### src/rtl/forex_update_ingress.sv
// forex_update_ingress
// Host-side ingress stage for the FOREX arbitrage peripheral. Byte-wide
// Avalon-MM writes stage one edge update (source, destination, 32-bit
// log-weight); a commit write pushes the staged record into a small FIFO
// that drains to the graph container over a valid/ready handshake.
//
// Ports
//   clk         system clock, all state on rising edge
//   reset       synchronous active-low reset
//   writedata   Avalon write data (8 bits)
//   write       Avalon write strobe
//   chipselect  Avalon chip select
//   address     Avalon register address (3 bits)
//   upd_valid   FIFO head holds a valid update
//   upd_ready   container accepts head this cycle
//   upd_src     head source index
//   upd_dst     head destination index
//   upd_weight  head weight
//   fifo_full   FIFO holds DEPTH entries
//   drop_count  commits rejected while full, saturating at 255
module forex_update_ingress #(
  parameter int DEPTH    = 4,
  parameter int NODE_W   = 5,
  parameter int WEIGHT_W = 32
) (
  input  logic                clk,
  input  logic                reset,
  input  logic [7:0]          writedata,
  input  logic                write,
  input  logic                chipselect,
  input  logic [2:0]          address,
  output logic                upd_valid,
  input  logic                upd_ready,
  output logic [NODE_W-1:0]   upd_src,
  output logic [NODE_W-1:0]   upd_dst,
  output logic [WEIGHT_W-1:0] upd_weight,
  output logic                fifo_full,
  output logic [7:0]          drop_count
);

  localparam int PTR_W = (DEPTH > 1) ? $clog2(DEPTH) : 1;
  localparam int CNT_W = $clog2(DEPTH) + 1;
  localparam int ENT_W = 2 * NODE_W + WEIGHT_W;

  function automatic logic [7:0] sat_inc8(input logic [7:0] v);
    return (v == 8'hFF) ? v : v + 8'd1;
  endfunction

  logic [NODE_W-1:0]   stage_src_q, stage_src_d;
  logic [NODE_W-1:0]   stage_dst_q, stage_dst_d;
  logic [WEIGHT_W-1:0] stage_weight_q, stage_weight_d;
  logic [PTR_W-1:0]    wr_ptr_q, wr_ptr_d;
  logic [PTR_W-1:0]    rd_ptr_q, rd_ptr_d;
  logic [CNT_W-1:0]    count_q, count_d;
  logic [7:0]          drop_q, drop_d;
  logic [ENT_W-1:0]    mem_q [DEPTH];

  logic wr_en, commit, flush, full, push, pop;
  logic [ENT_W-1:0] head;

  assign wr_en  = chipselect && write;
  assign commit = wr_en && (address == 3'd6);
  assign flush  = wr_en && (address == 3'd7) && writedata[0];
  // Full comes from the registered count only, so a commit that coincides
  // with a pop from a full FIFO is still rejected.
  assign full   = (count_q == CNT_W'(DEPTH));
  assign push   = commit && !full;
  assign pop    = (count_q != '0) && upd_ready;

  always_comb begin
    stage_src_d    = stage_src_q;
    stage_dst_d    = stage_dst_q;
    stage_weight_d = stage_weight_q;
    if (wr_en) begin
      case (address)
        3'd0: stage_src_d           = writedata[NODE_W-1:0];
        3'd1: stage_dst_d           = writedata[NODE_W-1:0];
        3'd2: stage_weight_d[7:0]   = writedata;
        3'd3: stage_weight_d[15:8]  = writedata;
        3'd4: stage_weight_d[23:16] = writedata;
        3'd5: stage_weight_d[31:24] = writedata;
        default: ;
      endcase
    end
  end

  always_comb begin
    wr_ptr_d = wr_ptr_q;
    rd_ptr_d = rd_ptr_q;
    count_d  = count_q;
    drop_d   = drop_q;
    if (flush) begin
      // Flush wins over any same-cycle pop; commit cannot coincide.
      wr_ptr_d = '0;
      rd_ptr_d = '0;
      count_d  = '0;
      drop_d   = '0;
    end else begin
      if (push) wr_ptr_d = wr_ptr_q + PTR_W'(1);
      if (pop)  rd_ptr_d = rd_ptr_q + PTR_W'(1);
      case ({push, pop})
        2'b10:   count_d = count_q + CNT_W'(1);
        2'b01:   count_d = count_q - CNT_W'(1);
        default: count_d = count_q;
      endcase
      if (commit && full) drop_d = sat_inc8(drop_q);
    end
  end

  always_ff @(posedge clk) begin
    if (!reset) begin
      stage_src_q    <= '0;
      stage_dst_q    <= '0;
      stage_weight_q <= '0;
      wr_ptr_q       <= '0;
      rd_ptr_q       <= '0;
      count_q        <= '0;
      drop_q         <= '0;
    end else begin
      stage_src_q    <= stage_src_d;
      stage_dst_q    <= stage_dst_d;
      stage_weight_q <= stage_weight_d;
      wr_ptr_q       <= wr_ptr_d;
      rd_ptr_q       <= rd_ptr_d;
      count_q        <= count_d;
      drop_q         <= drop_d;
    end
  end

  // Entry storage carries no reset; emptiness is tracked by count_q.
  always_ff @(posedge clk) begin
    if (push) mem_q[wr_ptr_q] <= {stage_src_q, stage_dst_q, stage_weight_q};
  end

  // Head fields are forced to zero while empty so outputs read 0 after reset.
  assign head       = upd_valid ? mem_q[rd_ptr_q] : '0;
  assign upd_valid  = (count_q != '0);
  assign upd_src    = head[ENT_W-1 -: NODE_W];
  assign upd_dst    = head[WEIGHT_W +: NODE_W];
  assign upd_weight = head[WEIGHT_W-1:0];
  assign fifo_full  = full;
  assign drop_count = drop_q;

endmodule

### config.mk
export PLATFORM = sky130hd
export DESIGN_NAME = forex_update_ingress
export DESIGN_NICKNAME = d
export VERILOG_FILES = /design/src/rtl/forex_update_ingress.sv
export SDC_FILE = /design/constraint.sdc
export NUM_CORES = 1
export LEC_CHECK = 0
export ABC_CLOCK_PERIOD_IN_PS = 4400
export BUFFER_PORTS_ARGS = -buffer_cell sky130_fd_sc_hd__buf_2
export CORE_ASPECT_RATIO = 1.2
export CORE_MARGIN = 10
export CORE_UTILIZATION = 64
export DETAILED_ROUTE_END_ITERATION = 7
export GPL_TIMING_DRIVEN = 0
export HOLD_SLACK_MARGIN = 0.06
export PLACE_DENSITY = 0.84
export SYNTH_ARGS = -nofsm -noshare
export SYNTH_HDL_FRONTEND = slang
export SYNTH_SLANG_ARGS = --single-unit
### constraint.sdc
create_clock -name clk -period 4.4 [get_ports clk]
set_input_delay 0.88 -clock clk [delete_from_list [all_inputs] [get_ports clk]]
set_output_delay 0.88 -clock clk [all_outputs]
set_load 0.05 [all_outputs]
==> impl_metrics.env, run 1 <==
export IMPL_fin_crit_sh_pct=77.69
export IMPL_min_period_ps=3418
export IMPL_routedWlPerCell_um=22.40
export IMPL_antenna_found_initial=0
export IMPL_area_growth_pct=14.45
export IMPL_dp_cells=747
export IMPL_max_slew_margin_pct=24.62
export IMPL_fin_nets=624
export IMPL_clock_fmax_mhz=292.5
export IMPL_cts_resized=0
export IMPL_grt_pass1_wl_um=26970
export IMPL_start_util_pct=65.75
export IMPL_critPathBufInv=3
export IMPL_worstPathRequired_ps=3520
export IMPL_root_buffer="clkbuf_16"
export IMPL_dr_pass1_iters=5
export IMPL_die_h_um=148.3
export IMPL_crit_top_cell="clkbuf_1"
export IMPL_setup_tns_ps=0
export IMPL_yosysWarnings=0
export IMPL_critical_path_top_delay_family="buffers and inverters"
export IMPL_rsz0062_at_grt="no"
export IMPL_ys_ff_latch=227
export IMPL_clkLatencyLatePin_ps=480
export IMPL_cp_arrival_ps=2540
export IMPL_dp_hpwl_um=11000
export IMPL_outcome="finished clean"
export IMPL_drc_errors=0
export IMPL_cts_sinks=227
export IMPL_p_leak_nw=3.844
export IMPL_ys_seq_area_share_pct=70.91
export IMPL_drive_gt1_share_pct=24.72
export IMPL_vias=4697
export IMPL_syn_cell_area_mm2=0.008780
export IMPL_drtAntennaViolNets=0
export IMPL_drt_wl_total_um=17540
export IMPL_gp_congestion=0.8424
export IMPL_slowest_delay_ps=600
export IMPL_grt_pass1_vias=4968
export IMPL_core_area_mm2=0.01335
export IMPL_placement_io_buffers=67
export IMPL_synth_cell_types=34
export IMPL_tritoncts="yes"
export IMPL_diodes=0
export IMPL_skew_ps=10.54
export IMPL_htreeDepth=1
export IMPL_critPathCaptureType="output port"
export IMPL_die_w_um=126.9
export IMPL_start_kind="register"
export IMPL_grt_start_max_net_pins=34
export IMPL_layout_common_cells="168 x edfxtp_1, 71 x buf_2, 59 x dfxtp_1"
export IMPL_p_per_area_mw_per_mm2=408.4
export IMPL_syn_inst=508
export IMPL_clk_pin_slew_ps=60
export IMPL_syn_nets=531
export IMPL_hold_violations=0
export IMPL_final_common_cell="edfxtp_1"
export IMPL_cts_path_max_buffers=3
export IMPL_path_cells="clkbuf_1, clkbuf_1, mux4_2, and2_1, buf_2"
export IMPL_grt_usage_pct=18.24
export IMPL_worst_setup_path_type="reg -> out"
export IMPL_post_cts_buffers=0
export IMPL_maxCapViolCount=0
export IMPL_hold_buffers=0
export IMPL_maxSlewViolCount=0
export IMPL_drt_iter0_drc=409
export IMPL_peakVddDrop_v=0.0003388
export IMPL_overflow=0
export IMPL_fp_row_count=46
export IMPL_vias_per_cell=5.999
export IMPL_io_pins=68
export IMPL_cts_buffers=20
export IMPL_final_cells=783
export IMPL_setup_violations=0
export IMPL_cp_max_fo=10
export IMPL_cp_slowest_cell="clkbuf_1"
export IMPL_worstHoldPathType="reg -> reg"
export IMPL_fill_cells=765
export IMPL_die_area_mm2=0.01882
export IMPL_post_synth_cell_area_avg_um2=17.28
export IMPL_worst_pin_slew_ps=1127
-- Yosys cell counts --
cell | instances | area share [%]
inv_1 | 10 | 0.43
o21ai_0 | 3 | 0.17
or3b_4 | 1 | 0.13
xor2_1 | 4 | 0.40
and3b_1 | 1 | 0.10
nand2b_1 | 2 | 0.14
buf_2 | 4 | 0.23
nand3_1 | 6 | 0.34
nand3b_1 | 1 | 0.086
o211ai_1 | 1 | 0.086
and2_1 | 47 | 3.3
xnor2_1 | 2 | 0.20
or3_1 | 7 | 0.50
nand2_1 | 4 | 0.17
or4_1 | 1 | 0.086
a211oi_1 | 1 | 0.086
nor4_1 | 3 | 0.21
nor3_1 | 3 | 0.17
o21ai_1 | 1 | 0.057
ha_1 | 6 | 0.86
dfxtp_1 | 59 | 13
nor2b_1 | 42 | 3.0
a2111o_1 | 1 | 0.13
edfxtp_1 | 168 | 57
mux2i_1 | 44 | 5.0
mux4_2 | 42 | 11
fa_1 | 1 | 0.23
o31a_1 | 1 | 0.10
and4_1 | 1 | 0.10
clkbuf_1 | 18 | 0.77
and3_1 | 2 | 0.14
nor2_1 | 15 | 0.64
a21oi_1 | 4 | 0.23
o21a_1 | 2 | 0.17
-- per-layer routing --
metal  track usage [%]  wire [µm]  up-vias
li1                  -          -     2097
met1             21.50       6616     2359
met2             32.91       9223      215
met3             3.770       1342       26
met4             4.960        354        0
met5                 0          0        -
-- final timing paths --
check                                     from      endpoint  slack (ps)  cells past startpoint
worst max-delay path                  register    upd_dst[1]         980                      5
worst min-delay path            stage_dst_q[4]  mem_q[2][36]         510                      0
worst max register to register      count_q[0]    count_q[2]        1840                     10
worst min register to register  stage_dst_q[4]  mem_q[2][36]         510                      0
-- metrics by stage --
step	instance area (µm²)	util (%)	power (W)	setup slack [ps]	hold slack, ps
3_3_place_gp	9325	69.84	0.002472	297.8	467.4
5_1_grt	10050	75.25	0.004216	878.4	522.4
3_5_place_dp	9410	70.47	0.002478	1245	488.0
6_report	10050	75.25	0.004104	981.6	508.2
4_1_cts	10050	75.25	0.004119	958.3	504.2
2_1_floorplan	8780	-	0.002426	1342	459.4
-- report_power, final --
group          internal (W)  total, W  leakage, nW  switching (W)
Clock              0.000962   0.00167        0.316       0.000711
Sequential          0.00228   0.00229         2.34     0.00000825
Combinational     0.0000486  0.000142         1.19      0.0000929
Total               0.00329   0.00410         3.84       0.000812
-- area by class of cell --
cell class              count  area (µm²)  area share, %
flip-flops and latches    227        6226          61.96
multi-input cells         249        2434          24.22
clock buffers              25       560.5          5.578
repair buffers             71       415.4          4.134
well taps                 168       210.2          2.092
plain buffers              22       87.58         0.8716
clock inverters            11       77.57         0.7720
inverters                  10       37.54         0.3736
-- registers in the layout (all words and copies together), names as in the netlist, named ones only --
signal and flops:
drop_count 8, count_q 3, rd_ptr_q 2, wr_ptr_q 2, mem_q 168, stage_src_q 5
stage_weight_q 32, stage_dst_q 5
-- kinds of logic after synthesis --
logic type | Yosys count | synth area share, %
DFF | 227 | 70.91
adders and majority gates | 7 | 1.083
and+or+nand+nor | 136 | 9.163
AOI/OAI and AO/OA | 14 | 1.026
muxes | 86 | 15.79
buffers and inverters | 32 | 1.425
xor gates and xnor gates | 6 | 0.5985
No activity file was read; power rests on OpenSTA's default activity.
==> inputs of run 2 (changes only) <==
==> config.mk (replaced) <==
export PLATFORM = sky130hd
export DESIGN_NAME = forex_update_ingress
export DESIGN_NICKNAME = d
export VERILOG_FILES = /design/src/rtl/forex_update_ingress.sv
export SDC_FILE = /design/constraint.sdc
export NUM_CORES = 1
export LEC_CHECK = 0
export ABC_AREA = 1
export ABC_CLOCK_PERIOD_IN_PS = 2750
export BUFFER_PORTS_ARGS = -buffer_cell sky130_fd_sc_hd__buf_2
export CORE_ASPECT_RATIO = 1.2
export CORE_MARGIN = 10
export CORE_UTILIZATION = 54
export DETAILED_ROUTE_END_ITERATION = 7
export GPL_TIMING_DRIVEN = 0
export HOLD_SLACK_MARGIN = 0.06
export PLACE_DENSITY = 0.76
export SYNTH_ARGS = -nofsm -noshare
export SYNTH_HDL_FRONTEND = slang
export SYNTH_SLANG_ARGS = --single-unit
==> constraint.sdc (replaced) <==
create_clock -name clk -period 2.75 [get_ports clk]
set_input_delay 0.55 -clock clk [delete_from_list [all_inputs] [get_ports clk]]
set_output_delay 0.55 -clock clk [all_outputs]
set_load 0.05 [all_outputs]
==> impl_metrics.env, run 2 <==
export IMPL_worst_pin_slew_ps=877.6
export IMPL_synth_cell_types=25
export IMPL_critPathBufInv=3
export IMPL_cts_sinks=227
export IMPL_peakVddDrop_v=0.0004235
export IMPL_cp_max_fo=10
export IMPL_dr_pass1_iters=4
export IMPL_tritoncts="yes"
export IMPL_root_buffer="clkbuf_16"
export IMPL_fin_nets=964
export IMPL_overflow=0
export IMPL_worstRegToRegCells=10
export IMPL_whs_ps=408.6
export IMPL_cts_path_max_buffers=3
export IMPL_drive_gt1_share_pct=16.30
export IMPL_yosysWarnings=0
export IMPL_design_area_mm2=0.01055
export IMPL_yosys_area_share_simple_pct=15.63
export IMPL_synth_area_top_cells="edfxtp_1 56%, dfxtp_1 13%, nor2_1 12%"
export IMPL_area_growth_pct=17.35
export IMPL_syn_cell_area_mm2=0.008992
export IMPL_htreeDepth=1
export IMPL_crit_top_cell="buf_4"
export IMPL_critPathCaptureType="output port"
export IMPL_grtUsageMet1_pct=22.66
export IMPL_ys_ff_latch=227
export IMPL_post_route_util_pct=64.85
export IMPL_layout_common_cells="272 x nor2_1, 168 x edfxtp_1, 70 x o21ai_0"
export IMPL_skew_ps=12.58
export IMPL_p_leak_nw=4.113
export IMPL_crit_cells=7
export IMPL_ys_flop_type="edfxtp_1"
export IMPL_worstHoldPathType="in -> reg"
export IMPL_synth_area_leader_cell="edfxtp_1"
export IMPL_clk_pin_slew_ps=60
export IMPL_p_per_area_mw_per_mm2=671.2
export IMPL_synth_edff_count=168
export IMPL_start_kind="register"
export IMPL_cp_slowest_cell="dfxtp_1"
export IMPL_largest_reg_flops=168
export IMPL_cts_buffers=22
export IMPL_clock_fmax_mhz=374.6
export IMPL_largest_register="mem_q"
export IMPL_start_util_pct=55.26
export IMPL_drt_wl_total_um=20690
export IMPL_synth_compound_gate_area_share_pct=9.990
export IMPL_worst_setup_path_type="reg -> out"
export IMPL_synth_xor_area_share_pct=0.1948
export IMPL_drc_errors=0
export IMPL_fin_crit_sh_pct=97.08
export IMPL_synthAdderAreaFrac_pct=1.057
export IMPL_fill_cells=1228
export IMPL_clkLatencyLatePin_ps=500
export IMPL_slowest_delay_ps=430
export IMPL_die_w_um=137.8
export IMPL_multi_input_comb_area_mm2=0.002461
export IMPL_setup_violations=0
export IMPL_maxCapViolCount=0
export IMPL_synth_most_common_cell="nor2_1"
export IMPL_vias=6251
export IMPL_ys_seq_area_share_pct=69.24
export IMPL_maxSlewViolCount=0
export IMPL_max_slew_margin_pct=41.36
export IMPL_outcome="finished clean"
export IMPL_grt_pass1_vias=5923
export IMPL_path_cells="buf_4, buf_4, nor2_1, nor2_1, o21ai_1, a21oi_2, buf_4"
export IMPL_dp_slack_ps=116.6
export IMPL_dp_hpwl_um=13260
export IMPL_synth_top_family_by_area="simple AND/OR/NAND/NOR gates"
export IMPL_critical_path_top_delay_family="buffers and inverters"
export IMPL_total_power_w=0.007082
export IMPL_whs_path_depth=3
export IMPL_synthMuxAreaShare_pct=0
export IMPL_syn_nets=868
export IMPL_antenna_found_initial=0
export IMPL_placement_io_buffers=67
export IMPL_syn_inst=845
export IMPL_io_pins=68
export IMPL_vias_per_cell=5.347
export IMPL_post_synth_cell_area_avg_um2=10.64
export IMPL_yosys_top_cells_count="276 x nor2_1, 168 x edfxtp_1, 70 x o21ai_0"
export IMPL_gp_congestion=0.8242
export IMPL_drtAntennaViolNets=0
export IMPL_core_area_mm2=0.01627
export IMPL_final_common_cell="nor2_1"
export IMPL_die_area_mm2=0.02224
export IMPL_gr_max_usage_layer="met2"
export IMPL_die_h_um=161.4
export IMPL_seq_area_mm2=0.006226
export IMPL_synth_async_reset_ratio_pct=0
export IMPL_grt_usage_pct=18.17
export IMPL_grt_start_max_net_pins=30
export IMPL_hold_buffers=0
export IMPL_drt_iter0_drc=474
export IMPL_hold_violations=0
export IMPL_grt_pass1_wl_um=31670
export IMPL_met2_usage_pct=31.55
export IMPL_fp_row_count=51
export IMPL_synth_top_area_share_pct=56.10
export IMPL_worstPathRequired_ps=2200
export IMPL_diodes=0
export IMPL_place_area_mm2=0.009718
export IMPL_cp_arrival_ps=2120
export IMPL_met3_usage_pct=3.073
export IMPL_min_period_ps=2670
export IMPL_setup_slack_ps=80.41
export IMPL_routedWlPerCell_um=17.69
run 2: changes by cell type after synthesis, sizes merged, moves of 3 or more:
| cell | previous run | this run |
|---|---|---|
| a21oi | 4 | 53 |
| and2 | 47 | 0 |
| buf | 4 | 13 |
| clkbuf | 18 | 23 |
| inv | 10 | 46 |
| mux2i | 44 | 0 |
| mux4 | 42 | 0 |
| nand2 | 4 | 49 |
| nand3 | 6 | 10 |
| nor2 | 15 | 284 |
| nor2b | 42 | 0 |
| nor4 | 3 | 0 |
| o21ai | 4 | 125 |
| or3 | 7 | 0 |
run 2: area by class of cell:
cell class	count	area share [%]
repair buffers	72	4.458
well taps	212	2.514
plain buffers	36	1.802
flip-flops and latches	227	59.00
multi-input cells	535	23.32
clock buffers	31	5.834
inverters	47	1.707
clock inverters	9	1.364
run 2: worst paths after layout:
kind | endpoint | from | slack [ps]
max reg2reg | count_q[2] | count_q[0] | 620
min | stage_weight_q[16] | reset | 410
min reg2reg | count_q[0] | count_q[0] | 470
max | upd_weight[11] | register | 80
run 2: stage by stage:
stage / TNS [ps] / cells
global route: -9.565 / 1169
CTS: -8.047 / 1168
global placement: -344580 / 1124
floorplan: -79360 / 845
finish: 0 / 1169
detailed placement: 0 / 1128
run 2: per-layer routing:
metal	wire [µm]	part of all wire (%)	up-vias
li1	-	-	3042
met2	10550	51	232
met4	406	2.0	0
met3	1488	7.2	41
met5	0	0	-
met1	8241	40	2936
run 2: cell families (layout without fill, tap and decap cells):
logic type	Yosys count	after routing
flip-flops	227	227
AO/OA/AOI/OAI	179	179
adder cells (fa/ha/maj)	7	7
AND/OR/NAND/NOR	347	347
buffers and inverters	83	195
XOR/XNOR	2	2
run 2: power breakdown:
part	internal (W)	switching [W]	total [W]
logic	0.0000689	0.000204	0.000273
clock network	0.00194	0.00119	0.00312
registers	0.00367	0.0000192	0.00368
total	0.00567	0.00141	0.00708
run 2: worst register-to-register path: cells and delay by family, from the launching register on:
family / cells / cell delay [ps]
DFF: 1 / 310
xor gates and xnor gates: 1 / 150
and+or+nand+nor: 5 / 810
adders and majority gates: 2 / 580
buffers and inverters: 2 / 180
run 2: what timing repair did:
action,in CTS,in global routing
hold endpoints to repair,0,0
setup buffers,0,1
setup endpoints to repair,20,35
resized for setup,14,24
